File: config.mk
export PLATFORM = sky130hd
export DESIGN_NAME = vertex_transform
export DESIGN_NICKNAME = d
export VERILOG_FILES = /design/src/rtl/gfx_pkg.sv /design/src/rtl/vt_row_mac.sv /design/src/rtl/vertex_transform.sv
export SDC_FILE = /design/constraint.sdc
export NUM_CORES = 2
export LEC_CHECK = 0
export BUFFER_PORTS_ARGS = -buffer_cell sky130_fd_sc_hd__buf_2
export CAP_MARGIN = 40
export CORE_UTILIZATION = 57
export CTS_CLUSTER_DIAMETER = 100
export DETAILED_ROUTE_END_ITERATION = 10
export PLACE_DENSITY_LB_ADDON = 0.3
export SETUP_SLACK_MARGIN = 0.2
export SLEW_MARGIN = 10
export SYNTH_ARGS = -nofsm -noshare
export SYNTH_HDL_FRONTEND = slang
export SYNTH_SLANG_ARGS = --single-unit
export TNS_END_PERCENT = 100
File: constraint.sdc
create_clock -name clk -period 9.9 [get_ports clk]
set_clock_uncertainty 0.15 [all_clocks]
set_input_delay 2.97 -clock clk [delete_from_list [all_inputs] [get_ports clk]]
set_output_delay 2.97 -clock clk [all_outputs]
set_load 0.01 [all_outputs]
File: src/rtl/gfx_pkg.sv
// Shared Q8.8 fixed-point types and constants for the geometry pipeline.
package gfx_pkg;

  localparam int FXP_FRAC = 8;

  typedef logic signed [15:0] fxp16_t;
  typedef fxp16_t [15:0] mat4_t;

  localparam fxp16_t FXP_ONE = 16'sh0100;
  localparam fxp16_t FXP_MAX = 16'sh7FFF;
  localparam fxp16_t FXP_MIN = 16'sh8000;

  typedef enum logic [1:0] {
    ST_IDLE = 2'd0,
    ST_ROW  = 2'd1,
    ST_DONE = 2'd2
  } vt_state_t;

endpackage

File: src/rtl/vt_row_mac.sv
// One matrix row dotted with (x, y, z, 1), rounded half-up and narrowed to Q8.8.
// Out-of-range results clamp when VERTEX_TRANSFORM_SAT_EN is defined, otherwise wrap.
module vt_row_mac
  import gfx_pkg::*;
(
  input  logic signed [15:0] m0,
  input  logic signed [15:0] m1,
  input  logic signed [15:0] m2,
  input  logic signed [15:0] m3,
  input  logic signed [15:0] x,
  input  logic signed [15:0] y,
  input  logic signed [15:0] z,
  output logic signed [15:0] result,
  output logic               range_err
);

  localparam logic signed [33:0] HALF = 34'sd1 <<< (FXP_FRAC - 1);

  logic signed [33:0] acc;
  logic signed [33:0] rnd;

  // Dot product plus translate, rounding and range check
  always_comb begin
    acc = 34'(m0) * 34'(x) + 34'(m1) * 34'(y) + 34'(m2) * 34'(z)
        + (34'(m3) <<< FXP_FRAC);
    rnd = (acc + HALF) >>> FXP_FRAC;
    range_err = (rnd > 34'sd32767) || (rnd < -34'sd32768);
`ifdef VERTEX_TRANSFORM_SAT_EN
    if (rnd > 34'sd32767) begin
      result = FXP_MAX;
    end else if (rnd < -34'sd32768) begin
      result = FXP_MIN;
    end else begin
      result = rnd[15:0];
    end
`else
    result = rnd[15:0];
`endif
  end

endmodule

File: src/rtl/vertex_transform.sv
// Latches a 4x4 Q8.8 model matrix and transforms vertices one matrix row per cycle.
// Build option: VERTEX_TRANSFORM_SAT_EN selects clamping instead of wrapping on overflow.
module vertex_transform
  import gfx_pkg::*;
(
  input  logic          clk,
  input  logic          rst_n,
  input  logic [255:0]  mat_in,
  input  logic          mat_load,
  output logic          mat_ready,
  input  logic          in_valid,
  output logic          in_ready,
  input  logic [15:0]   in_x,
  input  logic [15:0]   in_y,
  input  logic [15:0]   in_z,
  output logic          out_valid,
  input  logic          out_ready,
  output logic [15:0]   out_x,
  output logic [15:0]   out_y,
  output logic [15:0]   out_z,
  output logic [15:0]   out_w,
  output logic          overflow
);

  vt_state_t state;
  vt_state_t state_next;
  logic [1:0] row_cnt;
  mat4_t      mat;
  fxp16_t     vx;
  fxp16_t     vy;
  fxp16_t     vz;
  logic [3:0] row_base;
  fxp16_t     row_res;
  logic       row_ovf;

  assign mat_ready = (state == ST_IDLE);
  assign in_ready  = (state == ST_IDLE);
  assign out_valid = (state == ST_DONE);
  assign row_base  = {row_cnt, 2'b00};

  vt_row_mac u_row_mac (
    .m0        (mat[row_base]),
    .m1        (mat[row_base + 4'd1]),
    .m2        (mat[row_base + 4'd2]),
    .m3        (mat[row_base + 4'd3]),
    .x         (vx),
    .y         (vy),
    .z         (vz),
    .result    (row_res),
    .range_err (row_ovf)
  );

  // State register
  always_ff @(posedge clk or negedge rst_n) begin
    if (!rst_n) begin
      state <= ST_IDLE;
    end else begin
      state <= state_next;
    end
  end

  // Next-state logic
  always_comb begin
    state_next = state;
    case (state)
      ST_IDLE: begin
        if (in_valid) begin
          state_next = ST_ROW;
        end else begin
          state_next = ST_IDLE;
        end
      end
      ST_ROW: begin
        if (row_cnt == 2'd3) begin
          state_next = ST_DONE;
        end else begin
          state_next = ST_ROW;
        end
      end
      ST_DONE: begin
        if (out_ready) begin
          state_next = ST_IDLE;
        end else begin
          state_next = ST_DONE;
        end
      end
      default: state_next = ST_IDLE;
    endcase
  end

  // Matrix, vertex, row counter, result registers and sticky overflow
  always_ff @(posedge clk or negedge rst_n) begin
    if (!rst_n) begin
      mat      <= '0;
      vx       <= 16'sd0;
      vy       <= 16'sd0;
      vz       <= 16'sd0;
      row_cnt  <= 2'd0;
      out_x    <= 16'd0;
      out_y    <= 16'd0;
      out_z    <= 16'd0;
      out_w    <= 16'd0;
      overflow <= 1'b0;
    end else begin
      case (state)
        ST_IDLE: begin
          // Loading and accepting together lets the vertex see the new matrix
          if (mat_load) begin
            mat <= mat_in;
          end
          if (in_valid) begin
            vx      <= in_x;
            vy      <= in_y;
            vz      <= in_z;
            row_cnt <= 2'd0;
          end
        end
        ST_ROW: begin
          case (row_cnt)
            2'd0:    out_x <= row_res;
            2'd1:    out_y <= row_res;
            2'd2:    out_z <= row_res;
            default: out_w <= row_res;
          endcase
          overflow <= overflow | row_ovf;
          row_cnt  <= row_cnt + 2'd1;
        end
        default: ;
      endcase
    end
  end

endmodule

==> impl_metrics.env <==
export IMPL_run_status="finished, violations left"
export IMPL_violations="negative setup slack"
export IMPL_antenna_found_initial=12
export IMPL_synthTopCellsByArea="fa_1 (36%), dfrtp_1 (20%), inv_1 (8.3%)"
export IMPL_tritoncts_num_buffers=42
export IMPL_hold_ws_ps=320
export IMPL_drc=0
export IMPL_clk_pin_slew_worst_paths_ps=60
export IMPL_synthArstFlopShare_pct=100
export IMPL_yosysMostFrequentCell="inv_1"
export IMPL_path_class="flip-flop to flip-flop"
export IMPL_reg2reg_from="row_cnt[0]$_DFFE_PN0P_"
export IMPL_tightestPinTransition_ps=937
export IMPL_syn_avg_cell_area_sq_um=10.4
export IMPL_portBuffers=376
export IMPL_grt_pass1_wl_um=201000
export IMPL_synthSimpleGateAreaFrac_pct=11.0
export IMPL_clock_latency_ps=590
export IMPL_synth_edf_count=0
export IMPL_dr_total_vias=34137
export IMPL_cp_slowest_stage_delay_ps=570
export IMPL_worst_path_most_repeated_cell="fa_1"
export IMPL_first_global_vias=37425
export IMPL_ys_flop_type="dfrtp_1"
export IMPL_rsz0062_at_grt="yes"
export IMPL_synth_seq_cells=373
export IMPL_synth_fa_ha_area_share_pct=43.2
export IMPL_synth_cell_types=66
export IMPL_design_die_area_sq_um=84200
export IMPL_synth_top_cell_by_area="fa_1"
export IMPL_cp_end_kind="flip-flop"
export IMPL_hold_viol_final=0
export IMPL_period_minus_slack_ps=10120
export IMPL_ant_nets=0
export IMPL_coreArea_sq_um=82100
export IMPL_synth_top_area_share_pct=35.6
export IMPL_maxSlewHeadroom_pct=37.5
export IMPL_critPathLaunch="row_cnt[0]$_DFFE_PN0P_"
export IMPL_cp_slowest_cell="fa_1"
export IMPL_layout_setup_ws_ps=-222
export IMPL_cp_data_arrival_time_ps=10420
export IMPL_required_ps=10200
export IMPL_synth_mux_area_share_pct=10.3
export IMPL_r2r_slack_ps=-220
export IMPL_fin_area_sq_um=55200
export IMPL_vias_per_cell=5.40
export IMPL_synth_compound_area_share_pct=3.85
export IMPL_grt_ovfl_total=0
export IMPL_synth_seq_area_share_pct=19.7
export IMPL_layout_nets=6656
export IMPL_start_kind="flip-flop"
export IMPL_crit_fanout=6
export IMPL_cts_root_buf="clkbuf_16"
export IMPL_die_height_um=290
export IMPL_hp_class="flip-flop to flip-flop"
export IMPL_synthCells=4551
export IMPL_critPathCapture="overflow$_DFFE_PN0P_"
export IMPL_finalWeightedCongestion=0.947
export IMPL_cap_violations=0
export IMPL_r2r_cells=40
export IMPL_period_share_pct=102
export IMPL_start_util_pct=57.6
export IMPL_drt_iter0_drc=1910
export IMPL_synth_top_family_by_area="adder cells"
export IMPL_tritoncts="yes"
export IMPL_fmax_mhz=98.8
export IMPL_yosys_warnings=0
export IMPL_die_width_um=290
export IMPL_r2r_end="overflow$_DFFE_PN0P_"
export IMPL_grt_max_degree=167
export IMPL_maxSlewViolCount=0
export IMPL_drt_pass1_iter_count=5
export IMPL_wl_per_cell_um=19.8
export IMPL_clock_sinks=373
export IMPL_top_level_ports=377
export IMPL_syn2layout_area_growth_pct=16.7
export IMPL_yosys_top_cells_count="inv_1 (1,040), fa_1 (842), nand2_1 (485)"
export IMPL_synth_xor_area_share_pct=2.33
export IMPL_cts_max_level=2
export IMPL_rows=105
export IMPL_setup_viol=1
export IMPL_dpl_cell_area_sq_um=53000
export IMPL_layout_drive_gt1_share_pct=24.9
export IMPL_clockBufferDepth=3
export IMPL_track_usage_pct=30.8
export IMPL_dp_hpwl_um=104000
export IMPL_netlist_area_sq_um=47300
export IMPL_syn_nets=5990
export IMPL_cts_hold_buf=0
export IMPL_finalWirelength_um=125000
==> flip-flops by register name (all words and copies together) (netlist names) <==
name      cells
mat         256
out_w        16
out_x        16
out_y        16
out_z        16
vx           16
vy           16
vz           16
row_cnt       2
state         2
overflow      1
==> metal layers <==
metal / global-route usage (%) / vias up / routed length [um]
li1: - / 15177 / -
met1: 39.2 / 17423 / 49400
met2: 51.8 / 1218 / 61100
met3: 5.71 / 309 / 8430
met4: 12.9 / 10 / 5990
met5: 0 / - / 63
==> critical path, delay by kind of cell (launching register included) <==
kind	cells	cell delay [ps]
muxes	1	550
buffers and inverters	8	990
DFF	1	540
adders and majority gates	10	4490
AOI/OAI and AO/OA	16	2280
and+or+nand+nor	4	810
xor gates and xnor gates	1	150
==> metrics by stage <==
step	std cells	util, %	setup slack [ps]	TNS, ps
floorplan	4551	-	213	0
global placement	6193	64.3	-309	-309
global route	6319	67.2	-730	-730
finish	6322	67.3	-222	-222
detailed placement	6198	64.5	-403	-403
CTS	6302	66.7	-255	-255
==> cells by family after synthesis <==
logic type / after synthesis
and+or+nand+nor: 1056
AOI/OAI and AO/OA: 293
adders and majority gates: 1130
muxes: 370
xor gates and xnor gates: 126
DFF: 373
buffers and inverters: 1203
==> final cells by class <==
class / instances / area, sq um
fill: 6313 / 26900
multi-input combinational: 2975 / 34000
clock buffer: 56 / 1150
sequential: 373 / 9340
timing repair buffer: 782 / 5340
tap: 1070 / 1340
antenna: 5 / 12.5
clock inverter: 18 / 164
inverter: 1043 / 3920
==> layout by cell type (no fill, tap or decap), types with 9 or more instances in the layout <==
master	Yosys	routed
xor2_1	35	32
mux4_2	64	64
nand2_1	485	484
nand3_1	20	20
nor2b_1	20	20
o21ai_0	101	91
nor3_1	21	21
buf_4	1	367
nor2_1	68	66
a21oi_1	70	57
ha_1	288	278
clkbuf_16	0	43
nand2b_1	44	43
and2_1	356	342
a21oi_2	1	14
buf_2	0	375
o21a_1	9	9
xnor2_1	91	83
mux2_2	305	305
ha_4	0	10
buf_12	0	17
inv_1	1040	1038
and2_4	0	13
buf_6	0	13
dfrtp_1	373	371
a21o_1	36	36
fa_1	842	838
o21bai_1	13	13
o21ai_1	2	10
and3_1	10	10
clkbuf_1	147	9
==> repair_timing <==
action | 4_1_cts | 5_1_grt
gates resized for setup | 43 | 62
setup buffers | 28 | 14
cloned | 2 | 1
setup endpoints to repair | 1 | 37
pin swaps | 23 | 35
==> worst min path at each step <==
stage / start / cells after the start / endpoint
floorplan: state[1]$_DFF_PN0_ / 1 / state[0]$_DFF_PN0_
global placement: out_y[9]$_DFFE_PN0P_ / 2 / out_y[9]$_DFFE_PN0P_
detailed placement: out_w[12]$_DFFE_PN0P_ / 2 / out_w[12]$_DFFE_PN0P_
CTS: out_w[7]$_DFFE_PN0P_ / 2 / out_w[7]$_DFFE_PN0P_
global route: out_z[9]$_DFFE_PN0P_ / 2 / out_z[9]$_DFFE_PN0P_
finish: out_w[2]$_DFFE_PN0P_ / 2 / out_w[2]$_DFFE_PN0P_
Power is left out: the tool's default activity adds up to more than one toggle a clock period on the data nets, which glitch-free logic cannot reach.
